===== src/rtl/uart_rx.sv =====
// -----------------------------------------------------------------------------
// uart_rx -- 8N1 UART receiver with 16x oversampling and mid-bit sampling.
//
// The rxd line is synchronised, a falling edge arms the receiver, the start bit
// is re-checked at its middle (glitch rejection), and each data/stop bit is
// sampled 16 oversample ticks after the previous sample point.
//
// Optional feature macro: UART_RX_PARITY_EN
//   defined   -> an even-parity bit between D7 and stop; PARITY state exists.
//   undefined -> plain 8N1; parity_err is tied to 0.
//
// Parameters:
//   DIV        system clocks per oversample tick (2..65535)
// Ports:
//   clk        system clock, rising edge
//   rst        asynchronous active-high reset
//   rxd        serial input, idle high, asynchronous to clk
//   word       last good byte (bit 0 received first), held until next good byte
//   valid      one-cycle pulse, word updated in the same cycle
//   frame_err  one-cycle pulse when the stop bit samples low
//   parity_err one-cycle pulse on parity mismatch (0 without the macro)
//   busy       high in every state except IDLE
// -----------------------------------------------------------------------------
module uart_rx #(
    parameter int DIV = 651
) (
    input  logic       clk,
    input  logic       rst,
    input  logic       rxd,
    output logic [7:0] word,
    output logic       valid,
    output logic       frame_err,
    output logic       parity_err,
    output logic       busy
);

    localparam logic [15:0] DIV_M1 = 16'(DIV - 1);

    typedef enum logic [2:0] {
        S_IDLE,
        S_START,
        S_DATA,
`ifdef UART_RX_PARITY_EN
        S_PARITY,
`endif
        S_STOP
    } state_t;

    state_t      state_reg, state_next;
    logic        rx_meta_reg, rxs_reg, rxs_d_reg;
    logic [15:0] tick_cnt_reg, tick_cnt_next;
    logic [3:0]  sample_reg, sample_next;
    logic [2:0]  bit_reg, bit_next;
    logic [7:0]  shift_reg, shift_next;
    logic [7:0]  word_reg, word_next;
    logic        valid_reg, valid_next;
    logic        frame_reg, frame_next;
    logic        tick;

`ifdef UART_RX_PARITY_EN
    logic        par_reg, par_next;
    logic        perr_reg, perr_next;
`endif

    // Oversample tick; the counter only runs outside IDLE.
    assign tick = (tick_cnt_reg == DIV_M1);

    always_ff @(posedge clk or posedge rst) begin
        if (rst) begin
            // Synchroniser resets high so the idle line never looks like an edge.
            rx_meta_reg  <= 1'b1;
            rxs_reg      <= 1'b1;
            rxs_d_reg    <= 1'b1;
            state_reg    <= S_IDLE;
            tick_cnt_reg <= '0;
            sample_reg   <= '0;
            bit_reg      <= '0;
            shift_reg    <= '0;
            word_reg     <= '0;
            valid_reg    <= 1'b0;
            frame_reg    <= 1'b0;
`ifdef UART_RX_PARITY_EN
            par_reg      <= 1'b0;
            perr_reg     <= 1'b0;
`endif
        end else begin
            rx_meta_reg  <= rxd;
            rxs_reg      <= rx_meta_reg;
            rxs_d_reg    <= rxs_reg;
            state_reg    <= state_next;
            tick_cnt_reg <= tick_cnt_next;
            sample_reg   <= sample_next;
            bit_reg      <= bit_next;
            shift_reg    <= shift_next;
            word_reg     <= word_next;
            valid_reg    <= valid_next;
            frame_reg    <= frame_next;
`ifdef UART_RX_PARITY_EN
            par_reg      <= par_next;
            perr_reg     <= perr_next;
`endif
        end
    end

    always_comb begin
        state_next    = state_reg;
        tick_cnt_next = tick_cnt_reg;
        sample_next   = sample_reg;
        bit_next      = bit_reg;
        shift_next    = shift_reg;
        word_next     = word_reg;
        valid_next    = 1'b0;
        frame_next    = 1'b0;
`ifdef UART_RX_PARITY_EN
        par_next      = par_reg;
        perr_next     = 1'b0;
`endif
        if (state_reg == S_IDLE) begin
            // Counters parked at 0, so START always begins from a clean count.
            tick_cnt_next = '0;
            sample_next   = '0;
            bit_next      = '0;
            // Only a real high->low transition arms; a line held low does not.
            if (rxs_d_reg && !rxs_reg) begin
                state_next = S_START;
            end
        end else begin
            tick_cnt_next = tick ? 16'd0 : tick_cnt_reg + 16'd1;
            if (tick) begin
                sample_next = sample_reg + 4'd1;
                case (state_reg)
                    S_START: begin
                        if (sample_reg == 4'd7) begin
                            if (rxs_reg) begin
                                state_next = S_IDLE;     // glitch, not a start bit
                            end else begin
                                state_next  = S_DATA;
                                sample_next = '0;        // next sample is one bit later
                            end
                        end
                    end
                    S_DATA: begin
                        if (sample_reg == 4'd15) begin
                            // Shift in from the MSB so the first bit ends up in bit 0.
                            shift_next = {rxs_reg, shift_reg[7:1]};
                            bit_next   = bit_reg + 3'd1;
                            if (bit_reg == 3'd7) begin
`ifdef UART_RX_PARITY_EN
                                state_next = S_PARITY;
`else
                                state_next = S_STOP;
`endif
                            end
                        end
                    end
`ifdef UART_RX_PARITY_EN
                    S_PARITY: begin
                        if (sample_reg == 4'd15) begin
                            par_next   = rxs_reg;
                            state_next = S_STOP;
                        end
                    end
`endif
                    S_STOP: begin
                        if (sample_reg == 4'd15) begin
                            state_next = S_IDLE;
                            if (!rxs_reg) begin
                                frame_next = 1'b1;       // framing error wins over parity
`ifdef UART_RX_PARITY_EN
                            end else if (^{shift_reg, par_reg}) begin
                                perr_next = 1'b1;
`endif
                            end else begin
                                word_next  = shift_reg;
                                valid_next = 1'b1;
                            end
                        end
                    end
                    default: state_next = S_IDLE;
                endcase
            end
        end
    end

    assign word      = word_reg;
    assign valid     = valid_reg;
    assign frame_err = frame_reg;
    assign busy      = (state_reg != S_IDLE);
`ifdef UART_RX_PARITY_EN
    assign parity_err = perr_reg;
`else
    assign parity_err = 1'b0;
`endif

endmodule


===== config.mk =====
export PLATFORM = sky130hd
export DESIGN_NAME = uart_rx
export DESIGN_NICKNAME = d
export VERILOG_FILES = /design/src/rtl/uart_rx.sv
export SDC_FILE = /design/constraint.sdc
export NUM_CORES = 1
export LEC_CHECK = 0
export CAP_MARGIN = 10
export CORE_MARGIN = 4
export CORE_UTILIZATION = 35
export CTS_CLUSTER_SIZE = 40
export DETAILED_ROUTE_END_ITERATION = 8
export PLACE_DENSITY = 0.56
export REMOVE_ABC_BUFFERS = 1
export SYNTH_ARGS = -nofsm -noshare
export SYNTH_HDL_FRONTEND = slang
export SYNTH_SLANG_ARGS = --single-unit

===== constraint.sdc =====
create_clock -name clk -period 2.4 [get_ports clk]
set_input_delay 0.72 -clock clk [delete_from_list [all_inputs] [get_ports clk]]
set_output_delay 0.72 -clock clk [all_outputs]
set_load 0.005 [all_outputs]

==> results of run 1 <==
[cell type report]
cell class | instances | area [um^2] | share of cell area [%]
flip-flops and latches | 46 | 1150 | 45.3
multi-input cells | 131 | 975 | 38.2
repair buffers | 17 | 175 | 6.87
well taps | 75 | 93.8 | 3.68
clock buffers | 5 | 68.8 | 2.70
clock inverters | 3 | 48.8 | 1.91
inverters | 9 | 33.8 | 1.32
[metrics by stage]
stage / area, um^2 / util [%]
2_1_floorplan: 2160 / -
3_3_place_gp: 2430 / 40.3
3_5_place_dp: 2430 / 40.3
4_1_cts: 2550 / 42.3
5_1_grt: 2550 / 42.3
6_report: 2550 / 42.3
[cells by family after synthesis]
kind of cell	Yosys count	synth area share, %
AND/OR/NAND/NOR	74	17.1
flip-flops	46	52.4
multiplexers	19	12.1
XOR/XNOR	16	6.36
buffers and inverters	15	3.30
AO/OA/AOI/OAI	11	2.84
adder cells (fa/ha/maj)	10	5.68
other	1	0.170
[where the power goes]
part	total, W	internal (W)	switching, W
clock network	0.000590	0.000317	0.000273
registers	0.000850	0.000813	0.0000369
logic	0.000447	0.000167	0.000281
[per-layer routing]
| layer | GRT usage, % | share of wire (%) |
|---|---|---|
| met1 | 13.4 | 47 |
| met2 | 18.2 | 47 |
| met3 | 3.03 | 3.7 |
| met4 | 4.74 | 2.0 |
| met5 | 0 | 0 |
[cell usage in the layout, fill, tap and decap left out, drive strengths merged, types with 4 or more instances in the layout]
master | Yosys | routed
nor3 | 4 | 4
nand4 | 5 | 5
mux2 | 16 | 16
xnor2 | 8 | 8
xor2 | 8 | 8
nand3 | 7 | 7
clkdlybuf4s50 | 0 | 12
nor2 | 30 | 30
nand2 | 11 | 11
inv | 9 | 10
dfrtp | 43 | 43
nor4 | 4 | 4
ha | 10 | 10
buf | 4 | 4
a21oi | 6 | 6
clkbuf | 2 | 5
[synthesized netlist by cell type, drive strengths merged (5+ instances only)]
cell   count  area [um^2]
dfrtp     43         1080
nor2      30          113
mux2      16          236
nand2     11         41.3
ha        10          125
inv        9         33.8
xnor2      8         70.1
xor2       8         70.1
nand3      7         35.0
a21oi      6         30.0
nand4      5         31.3
[how the worst min path moves through the flow]
stage,to,depth (start not counted),slack (ps)
finish,rxs_reg,0,360
detailed placement,rxs_reg,0,350
floorplan,rxs_reg,0,350
global route,rxs_reg,0,370
CTS,rxs_reg,0,370
global placement,rxs_reg,0,350
==> results.md, run 1 <==
* Antenna Violating Nets Remaining at 0
* Count of filler cells inserted in the layout at 600
* Number of flip-flops under the largest register name at 16
* Initial core utilization at 36.5%
* Vias in the first global route at 1457
* Pin count of the biggest net entering global routing at 47
* Final setup fails at 0
* Hold buffers post-CTS at 0
* Sequential fraction of the synthesis area at 52.4%
* Clk root buf: sky130_fd_sc_hd__clkbuf_8
* Final setup margin at 171 ps
* Gate family responsible for the most delay along the worst path: simple AND/OR/NAND/NOR gates
* Post-synthesis instance total at 192
* Critical-path top delay cell: sky130_fd_sc_hd__or4b_1
* Data required time of the worst path at 2600 ps
* Ordered cell list for the critical path: nor4b_2, nand4_1, or4b_1, mux2_4
* Fraction of layout instances using a drive strength above 1 at 17.1%
* Part of the cycle the worst path needs at 92.9%
* Hold Path Origin: rx_meta_reg
* Synthesized cell area at 2200 um^2
* Total track usage at 11.0%
* Prevailing post-synth register cell: sky130_fd_sc_hd__dfrtp_1
* Width of the die at 87.3 um
* Count of cells resized by post-cts repair at 0
* # clock sinks at 46
* # Max-Cap Violations at 0
* Via density per instance at 4.80
* Total number of nets in the final design at 223
* HPWL after DPL at 2.53 mm
* Count of placed standard cells including taps at 278
* Number of rows in the core area at 28
* Worst R2R Setup Slack at 170 ps
* Maximum vdd ir drop at 0.273 mV
* Post-DR wirelength/cell at 12.8 um
* Maximum achievable frequency at 0.449 GHz
* Die area at 7620 um^2
* Worst hold slack after final layout at 363 ps
* Number of cells on the critical path at 4
* Inserted Clock Buffers at 5
* Biggest fanout along the worst timing path at 8
* Total number of yosys warnings at 0
* Start point of the critical path: tick_cnt_reg[4]
* Pre-Repair DR Iteration Count at 4
* Average footprint of a synthesized cell at 11.5 um^2
* Count of different cell masters after synthesis at 34
* Worst setup slack before clock tree synthesis at 141 ps
* Core region area at 6030 um^2
* 1st-iter DRT viols at 46
* Result of the run: completed
* H-tree levels at 2
* EDFF count, synth at 0
* Number of register bits inferred by synthesis at 46
* Weighted congestion reported at the end of routability-driven placement at 0.741
* I/O Buffers at 13
* Number of remaining DRC errors at 0
* Worst Reg2Reg Path Length in Cells at 4
* Sum of overflow across all layers after global routing at 0
* Minimum clock period after layout at 2230 ps
* Number of slew-limit violations in the final report at 0
* Count of placed standard cells in the final layout, fillers left out at 286
* Number of primary I/O pins at 15
* Arrival time at the worst endpoint at 2430 ps
* Area delta synth->final at 15.8%
* Setup Skew at 6.31 ps
* Buf/Inv on CP at 0
* Pwr dens at 740 nW/um^2
* Number of buffers inserted by post-CTS setup repair at 0
* PnR Total Power at 0.00189 W
* Standby leakage power at 1.20 nW
* Post-Route WL at 3.65 mm
* Proportion of synthesized flip-flops having asynchronous set or reset at 100%
* CTS tree: yes
* Clock slew at reported path FFs at 90 ps
* Startpoint type of the worst setup path: flop
* Critical Path End: word[6]
* Number of vias after detailed routing at 1374
* Class of the tightest hold or removal check: flop to flop
* CP peak stage delay at 770 ps
* Clock network latency to the later pin of the worst-skew pair at 300 ps
* First-pass GRT wire length at 6.60 mm
* Final hold viol count at 0
* Final TNS setup at 0 ps
* Initial antenna violation count at 0
* Endpoint of the most critical register-to-register path: word[6]
* Vert. Die Dim at 87.3 um
* Diode insertion count for antenna repair at 0
* Buffer depth of the longest clock path at 2
* Critical path type: flop to flop
* Type of element capturing the critical path: flop
* Start of the worst register-to-register path: tick_cnt_reg[4]
* Unrepaired setup endpoints after global routing: false
Note: power is estimated with default switching activity, not from simulation.
==> inputs of run 2 (changes only) <==
--- a/config.mk
+++ b/config.mk
@@ -7,10 +7,11 @@
 export LEC_CHECK = 0
 export CAP_MARGIN = 10
 export CORE_MARGIN = 4
-export CORE_UTILIZATION = 35
+export CORE_UTILIZATION = 58
+export CTS_BUF_LIST = sky130_fd_sc_hd__clkbuf_16
 export CTS_CLUSTER_SIZE = 40
 export DETAILED_ROUTE_END_ITERATION = 8
-export PLACE_DENSITY = 0.56
+export PLACE_DENSITY = 0.83
 export REMOVE_ABC_BUFFERS = 1
 export SYNTH_ARGS = -nofsm -noshare
 export SYNTH_HDL_FRONTEND = slang
==> results.md, run 2 (synthesis gave the netlist of run 1 again) <==
* Setup Skew at 7.91 ps (+1.60 ps)
* I/O Buffers at 13 (unchanged)
* Antenna Violating Nets Remaining at 0 (unchanged)
* Arrival time at the worst endpoint at 1580 ps (-850 ps)
* Number of primary I/O pins at 15 (unchanged)
* Critical path type: flop to output port
* Via density per instance at 5.59 (+16%)
* Count of filler cells inserted in the layout at 260 (-57%)
* Fraction of layout instances using a drive strength above 1 at 16.8% (-0.24 points)
* Worst hold slack after final layout at 359 ps (-4.45 ps)
* PnR Total Power at 0.00211 W (+12%)
* Clock Power Share at 35.7% (+4.4 points)
* Maximum achievable frequency at 0.434 GHz (-3.2%)
* Initial core utilization at 60.2% (+24 points)
* Start of the worst register-to-register path: tick_cnt_reg[0]
* HPWL after DPL at 2.59 mm (+2.4%)
* Switching Share at 28.8% (-2.5 points)
* Unrepaired setup endpoints after global routing: false
* Startpoint type of the worst setup path: flop
* Worst R2R Setup Slack at 150 ps (-20 ps)
* 1st-iter DRT viols at 153 (+230%)
* Instance count along the most critical hold path at 0 (unchanged)
* Pwr dens at 816 nW/um^2 (+10%)
* Clock network latency to the later pin of the worst-skew pair at 280 ps (-20 ps)
* Pin count of the biggest net entering global routing at 47 (unchanged)
* Buf/Inv on CP at 3 (+3)
* Final setup margin at 97.4 ps (-73.3 ps)
* Fraction of power consumed by combinational cells at 23.9% (+0.2 points)
* Width of the die at 69.6 um (-20%)
* Total number of nets in the final design at 226 (+1.3%)
* Total internal power at 0.00150 W (+16%)
* Worst Reg2Reg Path Length in Cells at 6 (+2)
* Final TNS setup at 0 ps (unchanged)
* Critical-path top delay cell: sky130_fd_sc_hd__clkdlybuf4s50_1
* Result of the run: completed
* Worst setup slack before clock tree synthesis at 187 ps (+45.7 ps)
* Sequential Area at 1150 um^2 (unchanged)
* Hold Path Origin: rx_meta_reg
* Number of flip-flops under the largest register name at 16 (unchanged)
* Class of the tightest hold or removal check: flop to flop
* Start point of the critical path: state_reg[0]
* Part of the cycle the worst path needs at 95.9% (+3.1 points)
* Biggest fanout along the worst timing path at 3 (-5)
* Worst relative slew slack at 64.7%
* Net switching power figure at 0.000607 W (+2.8%)
* CTS tree: yes
* Footprint of the multi-input gates at 975 um^2 (unchanged)
* Area delta synth->final at 17.2%
* # clock sinks at 46 (unchanged)
* Endpoint of the most critical register-to-register path: word[5]
* Post-Route WL at 4.02 mm (+10%)
* Total track usage at 18.8% (+7.8 points)
* Ordered cell list for the critical path: inv_1, ha_1, inv_1, clkdlybuf4s50_1
* Final setup fails at 0 (unchanged)
* Standby leakage power at 1.23 nW (+2.6%)
* Clock slew at reported path FFs at 60 ps (-30 ps)
* Die area at 4850 um^2 (-36%)
* Weighted congestion reported at the end of routability-driven placement at 0.878 (+19%)
* Commonest cells after routing, fill and taps aside: sky130_fd_sc_hd__dfrtp_1, sky130_fd_sc_hd__nor2_1, sky130_fd_sc_hd__mux2_4
* Number of vias after detailed routing at 1465 (+6.6%)
* Data required time of the worst path at 1680 ps (-920 ps)
* Initial antenna violation count at 0 (unchanged)
* End point of the most critical hold path: rxs_reg
* Pre-Repair DR Iteration Count at 4 (unchanged)
* Number of slew-limit violations in the final report at 0 (unchanged)
* H-tree levels at 2 (unchanged)
* Maximum vdd ir drop at 0.624 mV (+130%)
* Leading cell type in the layout, fill and taps excluded: sky130_fd_sc_hd__dfrtp_1
* Sum of overflow across all layers after global routing at 0 (unchanged)
* Buffer depth of the longest clock path at 2 (unchanged)
* Final Util at 70.5% (+28 points)
* CP most frequent cell: sky130_fd_sc_hd__inv_1
* Number of rows in the core area at 22 (-21%)
* # Max-Cap Violations at 0 (unchanged)
* Core region area at 3660 um^2 (-39%)
* Gate family responsible for the most delay along the worst path: buffers and inverters
* Number of remaining DRC errors at 0 (unchanged)
* First-pass GRT wire length at 7.25 mm (+9.8%)
* Type of element capturing the critical path: output port
* Post-DR wirelength/cell at 15.3 um (+20%)
* Vert. Die Dim at 69.6 um (-20%)
* Diode insertion count for antenna repair at 0 (unchanged)
* Portion of total power attributed to sequential cells at 40.4% (-4.6 points)
* CP peak stage delay at 510 ps (-260 ps)
* Count of cells resized by post-cts repair at 0 (unchanged)
* Final hold viol count at 0 (unchanged)
* Inserted Clock Buffers at 5 (unchanged)
* Clk root buf: sky130_fd_sc_hd__clkbuf_16
* Actual transition at the worst max-transition pin at 530 ps
* Vias in the first global route at 1504 (+3.2%)
* Minimum clock period after layout at 2300 ps (+73.3 ps)
## run 2: cell count changes in the layout (fill, tap and decap cells not counted), sizes merged
cell,change
clkdlybuf4s50,+1
dlymetal6s2s,-1
buf,+3
clkinv,+1
clkinvlp,-1
## run 2: what timing repair did
item                       CTS  global route
hold buffers                 0             0
setup endpoints to repair    0             1
buffers inserted             0             3
## run 2: power by group through the flow
stage	registers [W]	clock network [W]	logic (W)
finish	0.000851	0.000752	0.000503
global route	0.000859	0.000812	0.000564
CTS	0.000852	0.000770	0.000461
detailed placement	0.000866	0	0.000459
global placement	0.000861	0	0.000432
floorplan	0.000857	0	0.000299
## run 2: final cells by class
class                   count  area share, %
multi-input cells         131           37.8
well taps                  48           2.33
clock inverters             3           1.45
inverters                   9           1.31
flip-flops and latches     46           44.7
clock buffers               5           4.85
repair buffers             20           7.56
## run 2: per-stage QoR
stage                     std cells  cell area [um^2]
after detailed placement        251              2400
final                           262              2580
after global routing            262              2580
after global placement          251              2400
after CTS                       259              2560
after floorplan                 186              2160
## run 2: how the worst max path moves through the flow
stage,endpoint,cells after the start
floorplan,word[0],6
global placement,shift_reg[5],5
detailed placement,word[5],6
CTS,busy,4
global route,busy,4
finish,busy,4
## run 2: metal layers
metal | vias to the layer above | GRT usage, % | routed length [um] | share of wire, %
li1 | 689 | - | - | -
met1 | 741 | 25.0 | 1780 | 44
met2 | 28 | 28.8 | 2040 | 51
met3 | 7 | 5.22 | 117 | 2.9
met4 | 0 | 8.51 | 74 | 1.8
met5 | - | 0 | 0 | 0
